===== config.mk =====
export PLATFORM = sky130hd
export DESIGN_NAME = riscv_v_writeback
export DESIGN_NICKNAME = d
export VERILOG_FILES = /design/src/rtl/riscv_v_pkg.sv /design/src/rtl/riscv_v_wb_byte_en.sv /design/src/rtl/riscv_v_writeback.sv
export SDC_FILE = /design/constraint.sdc
export NUM_CORES = 1
export LEC_CHECK = 0
export BUFFER_PORTS_ARGS = -buffer_cell sky130_fd_sc_hd__buf_2
export CORE_ASPECT_RATIO = 1.1
export CORE_MARGIN = 2
export CORE_UTILIZATION = 30
export CTS_BUF_LIST = sky130_fd_sc_hd__clkbuf_8 sky130_fd_sc_hd__clkbuf_16
export CTS_CLUSTER_SIZE = 10
export DETAILED_ROUTE_END_ITERATION = 16
export HOLD_SLACK_MARGIN = 0.03
export SLEW_MARGIN = 5
export SYNTH_ARGS = -nofsm -noshare
export SYNTH_HDL_FRONTEND = slang
export SYNTH_SLANG_ARGS = --single-unit

===== constraint.sdc =====
create_clock -name clk -period 9.05 [get_ports clk]
set_clock_uncertainty 0.15 [all_clocks]
set_input_delay 0 -clock clk [delete_from_list [all_inputs] [get_ports clk]]
set_output_delay 0 -clock clk [all_outputs]
set_load 0.02 [all_outputs]

===== src/rtl/riscv_v_pkg.sv =====
// Shared types for the vector writeback stage.
// Defines the buffered result entry, the SEW encoding and the datapath widths.
// Ports: none (package only).
package riscv_v_pkg;

  localparam int WB_VLEN    = 128;
  localparam int WB_XLEN    = 32;
  localparam int VLEN_BYTES = WB_VLEN / 8;
  localparam int VL_W       = $clog2(VLEN_BYTES) + 1;
  localparam int VS_W       = $clog2(VLEN_BYTES);

  typedef enum logic [1:0] {
    SEW_8  = 2'd0,
    SEW_16 = 2'd1,
    SEW_32 = 2'd2
  } riscv_v_sew_e;

  typedef struct packed {
    logic [4:0]            vd;
    logic [4:0]            rd;
    logic [WB_VLEN-1:0]    data;
    logic [WB_XLEN-1:0]    int_data;
    logic [VLEN_BYTES-1:0] mask;
    logic                  masked;
    logic                  is_mask_dst;
    logic                  is_v2i;
    riscv_v_sew_e          sew;
    logic [VL_W-1:0]       vl;
    logic [VS_W-1:0]       vstart;
    logic                  vta;
    logic                  vma;
  } riscv_v_wb_entry_t;

endpackage


===== src/rtl/riscv_v_wb_byte_en.sv =====
// Byte-enable and data-merge generator for one vector result.
// Purely combinational: classifies each byte as prestart/body/tail and applies
// the mask and tail/mask-agnostic policies; mask destinations write all bytes.
// Ports: data_i/mask_i/masked_i/is_mask_dst_i/sew_i/vl_i/vstart_i/vta_i/vma_i in,
//        wbe_o (per-byte enable) and wdata_o (merged data) out.
module riscv_v_wb_byte_en
  import riscv_v_pkg::*;
(
  input  logic [WB_VLEN-1:0]    data_i,
  input  logic [VLEN_BYTES-1:0] mask_i,
  input  logic                  masked_i,
  input  logic                  is_mask_dst_i,
  input  riscv_v_sew_e          sew_i,
  input  logic [VL_W-1:0]       vl_i,
  input  logic [VS_W-1:0]       vstart_i,
  input  logic                  vta_i,
  input  logic                  vma_i,
  output logic [VLEN_BYTES-1:0] wbe_o,
  output logic [WB_VLEN-1:0]    wdata_o
);

  logic [VS_W-1:0] elem;
  logic            elem_active;

  always_comb begin
    wbe_o       = '0;
    wdata_o     = data_i;
    elem        = '0;
    elem_active = 1'b0;
    if (is_mask_dst_i) begin
      // Mask results are one bit per element and the tail is always agnostic.
      wbe_o = '1;
      for (int j = 0; j < WB_VLEN; j++) begin
        if (j >= int'(vl_i)) wdata_o[j] = 1'b1;
      end
    end else begin
      for (int b = 0; b < VLEN_BYTES; b++) begin
        // Element owning this byte: byte index divided by the element size.
        elem        = VS_W'(b >> int'(sew_i));
        elem_active = !masked_i || mask_i[elem];
        if (elem < vstart_i) begin
          wbe_o[b] = 1'b0;
        end else if ({1'b0, elem} < vl_i) begin
          if (elem_active) begin
            wbe_o[b] = 1'b1;
          end else if (vma_i) begin
            wbe_o[b]           = 1'b1;
            wdata_o[b*8 +: 8]  = 8'hFF;
          end
        end else if (vta_i) begin
          wbe_o[b]          = 1'b1;
          wdata_o[b*8 +: 8] = 8'hFF;
        end
      end
    end
  end

endmodule


===== src/rtl/riscv_v_writeback.sv =====
// Vector writeback stage: buffers execute results in a small FIFO and commits
// them to the VRF (through a grant handshake) or the integer RF (single cycle).
// Ports: in_* result interface with in_valid/in_ready; vrf_* write port with
//        vrf_gnt; irf_* integer write; wb_done/wb_done_vd retire pulse; busy.
module riscv_v_writeback
  import riscv_v_pkg::*;
#(
  // VLEN/XLEN must match the widths baked into riscv_v_pkg.
  parameter int VLEN       = WB_VLEN,
  parameter int XLEN       = WB_XLEN,
  parameter int FIFO_DEPTH = 2
) (
  input  logic                         clk,
  input  logic                         rst,
  input  logic                         flush,
  input  logic                         in_valid,
  output logic                         in_ready,
  input  logic [4:0]                   in_vd,
  input  logic [4:0]                   in_rd,
  input  logic [VLEN-1:0]              in_data,
  input  logic [XLEN-1:0]              in_int_data,
  input  logic [VLEN/8-1:0]            in_mask,
  input  logic                         in_masked,
  input  logic                         in_is_mask_dst,
  input  logic                         in_is_v2i,
  input  logic [1:0]                   in_sew,
  input  logic [$clog2(VLEN/8):0]      in_vl,
  input  logic [$clog2(VLEN/8)-1:0]    in_vstart,
  input  logic                         in_vta,
  input  logic                         in_vma,
  output logic                         vrf_we,
  input  logic                         vrf_gnt,
  output logic [4:0]                   vrf_waddr,
  output logic [VLEN-1:0]              vrf_wdata,
  output logic [VLEN/8-1:0]            vrf_wbe,
  output logic                         irf_we,
  output logic [4:0]                   irf_waddr,
  output logic [XLEN-1:0]              irf_wdata,
  output logic                         wb_done,
  output logic [4:0]                   wb_done_vd,
  output logic                         busy
);

  localparam int PTR_W = $clog2(FIFO_DEPTH);
  localparam int CNT_W = PTR_W + 1;

  typedef enum logic {
    ST_EMPTY = 1'b0,
    ST_VWAIT = 1'b1
  } wb_state_e;

  riscv_v_wb_entry_t     fifo_mem [FIFO_DEPTH];
  riscv_v_wb_entry_t     in_entry;
  riscv_v_wb_entry_t     head;

  logic [PTR_W-1:0]      wptr_q, wptr_d, rptr_q, rptr_d;
  logic [CNT_W-1:0]      count_q, count_d;
  wb_state_e             state_q, state_d;

  logic                  vrf_we_q, vrf_we_d;
  logic [4:0]            vrf_waddr_q, vrf_waddr_d;
  logic [VLEN-1:0]       vrf_wdata_q, vrf_wdata_d;
  logic [VLEN/8-1:0]     vrf_wbe_q, vrf_wbe_d;
  logic                  irf_we_q, irf_we_d;
  logic [4:0]            irf_waddr_q, irf_waddr_d;
  logic [XLEN-1:0]       irf_wdata_q, irf_wdata_d;

  logic                  push, pop;
  logic [VLEN_BYTES-1:0] head_wbe;
  logic [WB_VLEN-1:0]    head_wdata;

  always_comb begin
    in_entry             = '0;
    in_entry.vd          = in_vd;
    in_entry.rd          = in_rd;
    in_entry.data        = in_data;
    in_entry.int_data    = in_int_data;
    in_entry.mask        = in_mask;
    in_entry.masked      = in_masked;
    in_entry.is_mask_dst = in_is_mask_dst;
    in_entry.is_v2i      = in_is_v2i;
    in_entry.sew         = riscv_v_sew_e'(in_sew);
    in_entry.vl          = in_vl;
    in_entry.vstart      = in_vstart;
    in_entry.vta         = in_vta;
    in_entry.vma         = in_vma;
  end

  // No pop-to-push bypass: a full FIFO refuses input even if it pops this cycle.
  assign in_ready = (count_q < CNT_W'(FIFO_DEPTH)) && !flush;
  assign push     = in_valid && in_ready;
  assign head     = fifo_mem[rptr_q];
  // The output register is free when idle, or when its held write is granted now.
  assign pop      = (count_q != '0) && !flush &&
                    ((state_q == ST_EMPTY) || ((state_q == ST_VWAIT) && vrf_gnt));

  riscv_v_wb_byte_en u_byte_en (
    .data_i        (head.data),
    .mask_i        (head.mask),
    .masked_i      (head.masked),
    .is_mask_dst_i (head.is_mask_dst),
    .sew_i         (head.sew),
    .vl_i          (head.vl),
    .vstart_i      (head.vstart),
    .vta_i         (head.vta),
    .vma_i         (head.vma),
    .wbe_o         (head_wbe),
    .wdata_o       (head_wdata)
  );

  always_comb begin
    wptr_d      = wptr_q;
    rptr_d      = rptr_q;
    count_d     = count_q + CNT_W'(push) - CNT_W'(pop);
    state_d     = state_q;
    vrf_we_d    = vrf_we_q;
    vrf_waddr_d = vrf_waddr_q;
    vrf_wdata_d = vrf_wdata_q;
    vrf_wbe_d   = vrf_wbe_q;
    irf_we_d    = 1'b0;
    irf_waddr_d = irf_waddr_q;
    irf_wdata_d = irf_wdata_q;

    if (push) wptr_d = wptr_q + PTR_W'(1);
    if (pop)  rptr_d = rptr_q + PTR_W'(1);

    if ((state_q == ST_VWAIT) && vrf_gnt) begin
      state_d  = ST_EMPTY;
      vrf_we_d = 1'b0;
    end

    if (pop) begin
      if (head.is_v2i) begin
        irf_we_d    = 1'b1;
        irf_waddr_d = head.rd;
        irf_wdata_d = head.int_data;
        state_d     = ST_EMPTY;
      end else begin
        vrf_we_d    = 1'b1;
        vrf_waddr_d = head.vd;
        vrf_wdata_d = head_wdata;
        vrf_wbe_d   = head_wbe;
        state_d     = ST_VWAIT;
      end
    end

    if (flush) begin
      wptr_d   = '0;
      rptr_d   = '0;
      count_d  = '0;
      state_d  = ST_EMPTY;
      vrf_we_d = 1'b0;
      irf_we_d = 1'b0;
    end
  end

  always_ff @(posedge clk or negedge rst) begin
    if (!rst) begin
      wptr_q      <= '0;
      rptr_q      <= '0;
      count_q     <= '0;
      state_q     <= ST_EMPTY;
      vrf_we_q    <= 1'b0;
      vrf_waddr_q <= '0;
      vrf_wdata_q <= '0;
      vrf_wbe_q   <= '0;
      irf_we_q    <= 1'b0;
      irf_waddr_q <= '0;
      irf_wdata_q <= '0;
    end else begin
      wptr_q      <= wptr_d;
      rptr_q      <= rptr_d;
      count_q     <= count_d;
      state_q     <= state_d;
      vrf_we_q    <= vrf_we_d;
      vrf_waddr_q <= vrf_waddr_d;
      vrf_wdata_q <= vrf_wdata_d;
      vrf_wbe_q   <= vrf_wbe_d;
      irf_we_q    <= irf_we_d;
      irf_waddr_q <= irf_waddr_d;
      irf_wdata_q <= irf_wdata_d;
    end
  end

  // Payload storage needs no reset; occupancy is tracked by the pointers.
  always_ff @(posedge clk) begin
    if (push) fifo_mem[wptr_q] <= in_entry;
  end

  // A flush in the same cycle suppresses the pending write and its retire pulse.
  assign vrf_we     = vrf_we_q && !flush;
  assign irf_we     = irf_we_q && !flush;
  assign vrf_waddr  = vrf_waddr_q;
  assign vrf_wdata  = vrf_wdata_q;
  assign vrf_wbe    = vrf_wbe_q;
  assign irf_waddr  = irf_waddr_q;
  assign irf_wdata  = irf_wdata_q;
  assign wb_done    = !flush && (irf_we_q || (vrf_we_q && vrf_gnt));
  assign wb_done_vd = irf_we_q ? irf_waddr_q : vrf_waddr_q;
  assign busy       = (count_q != '0) || vrf_we_q || irf_we_q;

endmodule


==> impl_metrics.tcl, run 1 <==
set metrics [dict create \
    setup-tns-final_ps 0 \
    min_period_ps 5700 \
    worstPathRequired_ps 9360 \
    postCtsHoldBufs 403 \
    drive_gt1_share_pct 23.0 \
    worstMarginPinSlew_ps 1110 \
    synth-seq-cells 597 \
    whs_ps 53.0 \
    p_int_uw 6250 \
    rsz0062_at_grt "false" \
    via_count 19000 \
    grt_start_max_net_pins 148 \
    synth_seq_area_share_pct 66.0 \
    synth_edf_count 404 \
    clockBufferDepth 3 \
    syn_area_per_cell_um2 13.8 \
    clk_pin_slew_ps 60 \
    min_period_over_period_pct 62.9 \
    p_seq_share_pct 38.6 \
    cts_resized 0 \
    hp-start "in_data[30]" \
    postSynth.asyncResetShare_pct 32.3 \
    hpwlAfterDp_um 55300 \
    end_kind "register" \
    core_area_mm2 0.0848 \
    ys_warn_count 0 \
    crit_end "vrf_wdata[55]" \
    clock_latency_ps 610 \
    drt_iter0_drc 1247 \
    status "complete, no violations" \
    post_cts_buffers 0 \
    crit_fanout 110 \
    detail-route-antenna-nets 0 \
    numCtsBuffers 71 \
    drv_cap 0 \
    die_height_um 311 \
    initial_core_util_pct 30.3 \
    leakagePower_uw 0.0131 \
    synth_top_cell_by_area "edfxtp_1" \
    area_growth_pct 36.5 \
    cp.arrival_ps 6010 \
    hold_viol 0 \
    wirelength_um 83500 \
    power_density_mw_per_mm2 281 \
    portBuffers 402 \
    syn_inst 1855 \
    drc 0 \
    utilization_pct 41.3 \
    p_sw_uw 3600 \
    slew_headroom_pct 25.8 \
    p_comb_share_pct 34.8 \
    swShare_pct 36.5 \
    crit_type "reg2reg" \
    synthFlopType "edfxtp_1" \
    gp_congestion 0.910 \
    grt_pass1_vias 19900 \
    die_area_mm2 0.0880 \
    dr.pass1.iters 5 \
    synth_top_area_share_pct 47.2 \
    ys_types 93 \
    grtUsageTotal_pct 18.6 \
    setup_viol 0 \
    h-tree-depth 3 \
    yosys-top-cells-area "edfxtp_1 (47%), dfrtp_1 (19%), mux2i_1 (7.6%)" \
    grt_first_pass_wirelength_um 125000 \
    cts_tree "done" \
    rows 112 \
    die_w_um 283 \
    pwr-share-clk_pct 26.6 \
    clockRootBuffer "clkbuf_16" \
    drv_slew 0 \
    r2r-start "rptr_q" \
    r2r_slack_ps 3350 \
    grt-ovfl-total 0 \
    start_kind "register" \
    ioPinCount 403 \
    wl_per_cell_um 21.7 \
    synthTopCellsByCount "edfxtp_1 (404), nor2_1 (205), mux2i_1 (196)" \
    synth_area_mm2 0.0257 \
    fillers 7846 \
    syn_nets 2084 \
    min_path_type "in2reg" \
    max_freq_mhz 176 \
    ff2ff_path_depth 11 \
    crit_path_start "rptr_q" \
    reg2reg_to "vrf_wdata[55]" \
    synth_most_common_cell "edfxtp_1" \
    fin_nets 2884 \
    ir_worst_vdd_mv 0.193 \
    cts_num_sinks 597 \
    via_per_inst 4.92 \
    antenna_found_initial 10 \
]
-- layout make-up --
class	instances	area, um2	area share, %
multi-input cells	1130	8130	23.2
clock buffers	77	1890	5.40
diodes	3	7.51	0.0214
flip-flops and latches	597	17000	48.4
clock inverters	52	250	0.714
well taps	1140	1430	4.07
repair buffers	831	6290	18.0
inverters	24	90.1	0.257
-- routing by layer --
layer  vias to the layer above  part of all wire (%)  GRT usage (%)
li1                       8675                     -              -
met1                      9535                    41           22.7
met2                       598                    49           31.2
met3                       147                   6.6           4.76
met4                        14                   3.5           7.36
met5                         -                 0.096              0
-- power by group through the flow --
stage	Sequential, uW	Combinational (uW)	Clock [uW]
after floorplan	4260	1690	0
after global placement	3840	3240	0
after detailed placement	3850	3280	0
after CTS	3810	3430	2690
after global routing	3870	3690	2790
final	3810	3430	2620
-- how the worst min path moves through the flow --
stage | to | slack (ps) | cells past startpoint
floorplan | count_q[0] | -450 | 0
global placement | irf_wdata[15] | -120 | 1
detailed placement | irf_wdata[26] | -110 | 1
CTS | fifo_mem[0][15] | 30 | 2
global route | fifo_mem[0][15] | 60 | 2
finish | fifo_mem[0][94] | 50 | 2
-- critical path: stages (launching register included) --
cell	delay (ps)
dfrtp_4	780
buf_12	480
mux2i_1	520
buf_4	330
ha_2	840
clkinv_1	620
xnor2_1	360
o211ai_1	150
a21oi_2	320
nor4_2	100
a211oi_4	600
a21oi_2	110
-- kinds of logic (layout without fill, tap and decap cells) --
family	count (synthesis)	count (layout)	synth area share [%]
flops	597	597	66.0
xor+xnor	14	14	0.477
mux	260	260	11.3
simple gates	413	413	7.31
compound gates	421	421	11.4
fa+ha+maj	22	22	1.07
buf+inv	128	984	2.41
other cells	0	3	0
-- placed cells by master (no fill, tap or decap), drive strengths merged, types with 24 or more instances in the layout --
master and instances:
buf 429, edfxtp 404, dlygate4sd3 402, nor2 207, mux2i 199, dfrtp 193
a21oi 149, clkbuf 77, nand2 76, o21ai 75, inv 70, mux2 44
a31oi 28, nor3 26, o22a 24
-- registers in the layout, indices dropped and copies added (netlist names) --
register and cells:
irf_we_q 1, irf_wdata 32, vrf_we_q 1, irf_waddr 5, state_q 1, rptr_q 1
count_q 2, vrf_wbe 16, fifo_mem 404, wptr_q 1, vrf_waddr 5, vrf_wdata 128
-- stage by stage --
stage	area [um2]	setup slack [ps]	total power, uW	instances
6_report	35100	3350	9850	3854
5_1_grt	35100	3110	10300	3854
4_1_cts	35000	3360	9930	3851
3_5_place_dp	28900	3410	7130	3319
3_3_place_gp	28900	3540	7070	3319
2_1_floorplan	25700	2270	5940	1855
Power figures use the tool's default switching activity.
==> run 2: changes to the inputs <==
==> constraint.sdc (replaced) <==
create_clock -name clk -period 5.1 [get_ports clk]
set_clock_uncertainty 0.15 [all_clocks]
set_input_delay 0 -clock clk [delete_from_list [all_inputs] [get_ports clk]]
set_output_delay 0 -clock clk [all_outputs]
set_load 0.02 [all_outputs]
==> impl_metrics.tcl, run 2 (synthesized netlist as in run 1, its figures left out) <==
set metrics [dict create \
    status "complete, no violations" \
    power.total_uw 17700 \
    grt_pass1_vias 20000 \
    drc 0 \
    worstMarginPinSlew_ps 1070 \
    via_per_inst 4.88 \
    r2r_slack_ps 900 \
    fillers 7807 \
    cts_num_sinks 597 \
    setup_viol 0 \
    die_w_um 283 \
    ioPinCount 403 \
    core_area_mm2 0.0848 \
    end_kind "register" \
    slew_headroom_pct 27.1 \
    rsz0062_at_grt "false" \
    crit_path_start "rptr_q" \
    ir_worst_vdd_mv 0.301 \
    final_cell_mix "dlygate4sd3_1 (410), edfxtp_1 (404), buf_2 (401)" \
    numCtsBuffers 73 \
    dr.pass1.iters 8 \
    wirelength_um 82700 \
    grt_first_pass_wirelength_um 125000 \
    rows 112 \
    detail-route-antenna-nets 0 \
    top_register "fifo_mem" \
    gp_congestion 0.943 \
    via_count 19000 \
    cp.arrival_ps 4490 \
    hold_viol 0 \
    clockBufferDepth 3 \
    final_common_cell "dlygate4sd3_1" \
    min_period_ps 4200 \
    drv_cap 0 \
    grt-ovfl-total 0 \
    area_growth_pct 38.1 \
    worstPathRequired_ps 5400 \
    leakagePower_uw 0.0133 \
    drt_iter0_drc 1448 \
    clock_latency_ps 610 \
    drv_slew 0 \
    clk_pin_slew_ps 60 \
    die_area_mm2 0.0880 \
    cts_resized 0 \
    power_density_mw_per_mm2 500 \
    min_path_type "in2reg" \
    h-tree-depth 3 \
    utilization_pct 41.8 \
    largest_reg_flops 404 \
    wl_per_cell_um 21.3 \
    start_kind "register" \
    portBuffers 402 \
    fin_nets 2909 \
    initial_core_util_pct 30.3 \
    hp-start "in_vta" \
    antenna_found_initial 9 \
    r2r-start "rptr_q" \
    max_freq_mhz 238 \
    cts_tree "done" \
    grtUsageTotal_pct 18.4 \
    whs_ps 91.5 \
    die_height_um 311 \
    hpwlAfterDp_um 55100 \
    crit_type "reg2reg" \
    drive_gt1_share_pct 23.6 \
    setup-tns-final_ps 0 \
    crit_fanout 119 \
    grt_start_max_net_pins 123 \
    clockRootBuffer "clkbuf_16" \
    min_period_over_period_pct 82.3 \
    post_cts_buffers 0 \
]
[run 2: timing repair]
action	CTS	global route
endpoints found under the setup margin	0	0
hold buffers	411	0
endpoints found under the hold margin	662	0
[run 2: layer usage]
metal | up-vias | global-route usage, % | share of wire [%]
met1 | 9489 | 22.7 | 41
met2 | 639 | 31.5 | 50
met4 | 4 | 6.06 | 2.4
met5 | - | 0 | 0.028
li1 | 8717 | - | -
met3 | 113 | 4.71 | 7.1
[run 2: critical path, stage by stage, from the launching register on]
cell	delay, ps
dfrtp_4	560
buf_12	270
nor2b_1	290
a21o_1	170
clkinv_1	310
ha_1	400
a221o_1	310
o21ai_0	370
a211oi_1	210
nor2_1	690
a21oi_1	190
[run 2: cell type report]
cell class / count / area, um2 / area share (%)
inverters: 24 / 90.1 / 0.254
flip-flops and latches: 597 / 17000 / 47.8
clock inverters: 50 / 329 / 0.928
multi-input cells: 1130 / 8130 / 22.9
well taps: 1140 / 1430 / 4.02
repair buffers: 854 / 6560 / 18.5
diodes: 5 / 12.5 / 0.0353
clock buffers: 82 / 1960 / 5.53
[run 2: path summary, 6_finish.rpt]
| check | to | cells past startpoint |
|---|---|---|
| max | vrf_wdata[87] | 10 |
| min | fifo_mem[1][1] | 2 |
| max reg2reg | vrf_wdata[87] | 10 |
| min reg2reg | vrf_wdata[12] | 1 |
| max in group asynchronous | vrf_wdata[70] | 4 |
| min in group asynchronous | irf_wdata[27] | 4 |
[run 2: power breakdown]
group | total, uW | switching [uW] | internal (uW)
Sequential | 6750 | 568 | 6180
Combinational | 6130 | 3860 | 2270
Clock | 4860 | 2040 | 2820
[run 2: per-stage QoR]
stage	cells	worst slack, ps	area (um2)
2_1_floorplan	1855	571	25700
3_3_place_gp	3334	1090	29000
3_5_place_dp	3334	1020	29000
4_1_cts	3877	1010	35500
5_1_grt	3881	698	35500
6_report	3882	904	35500
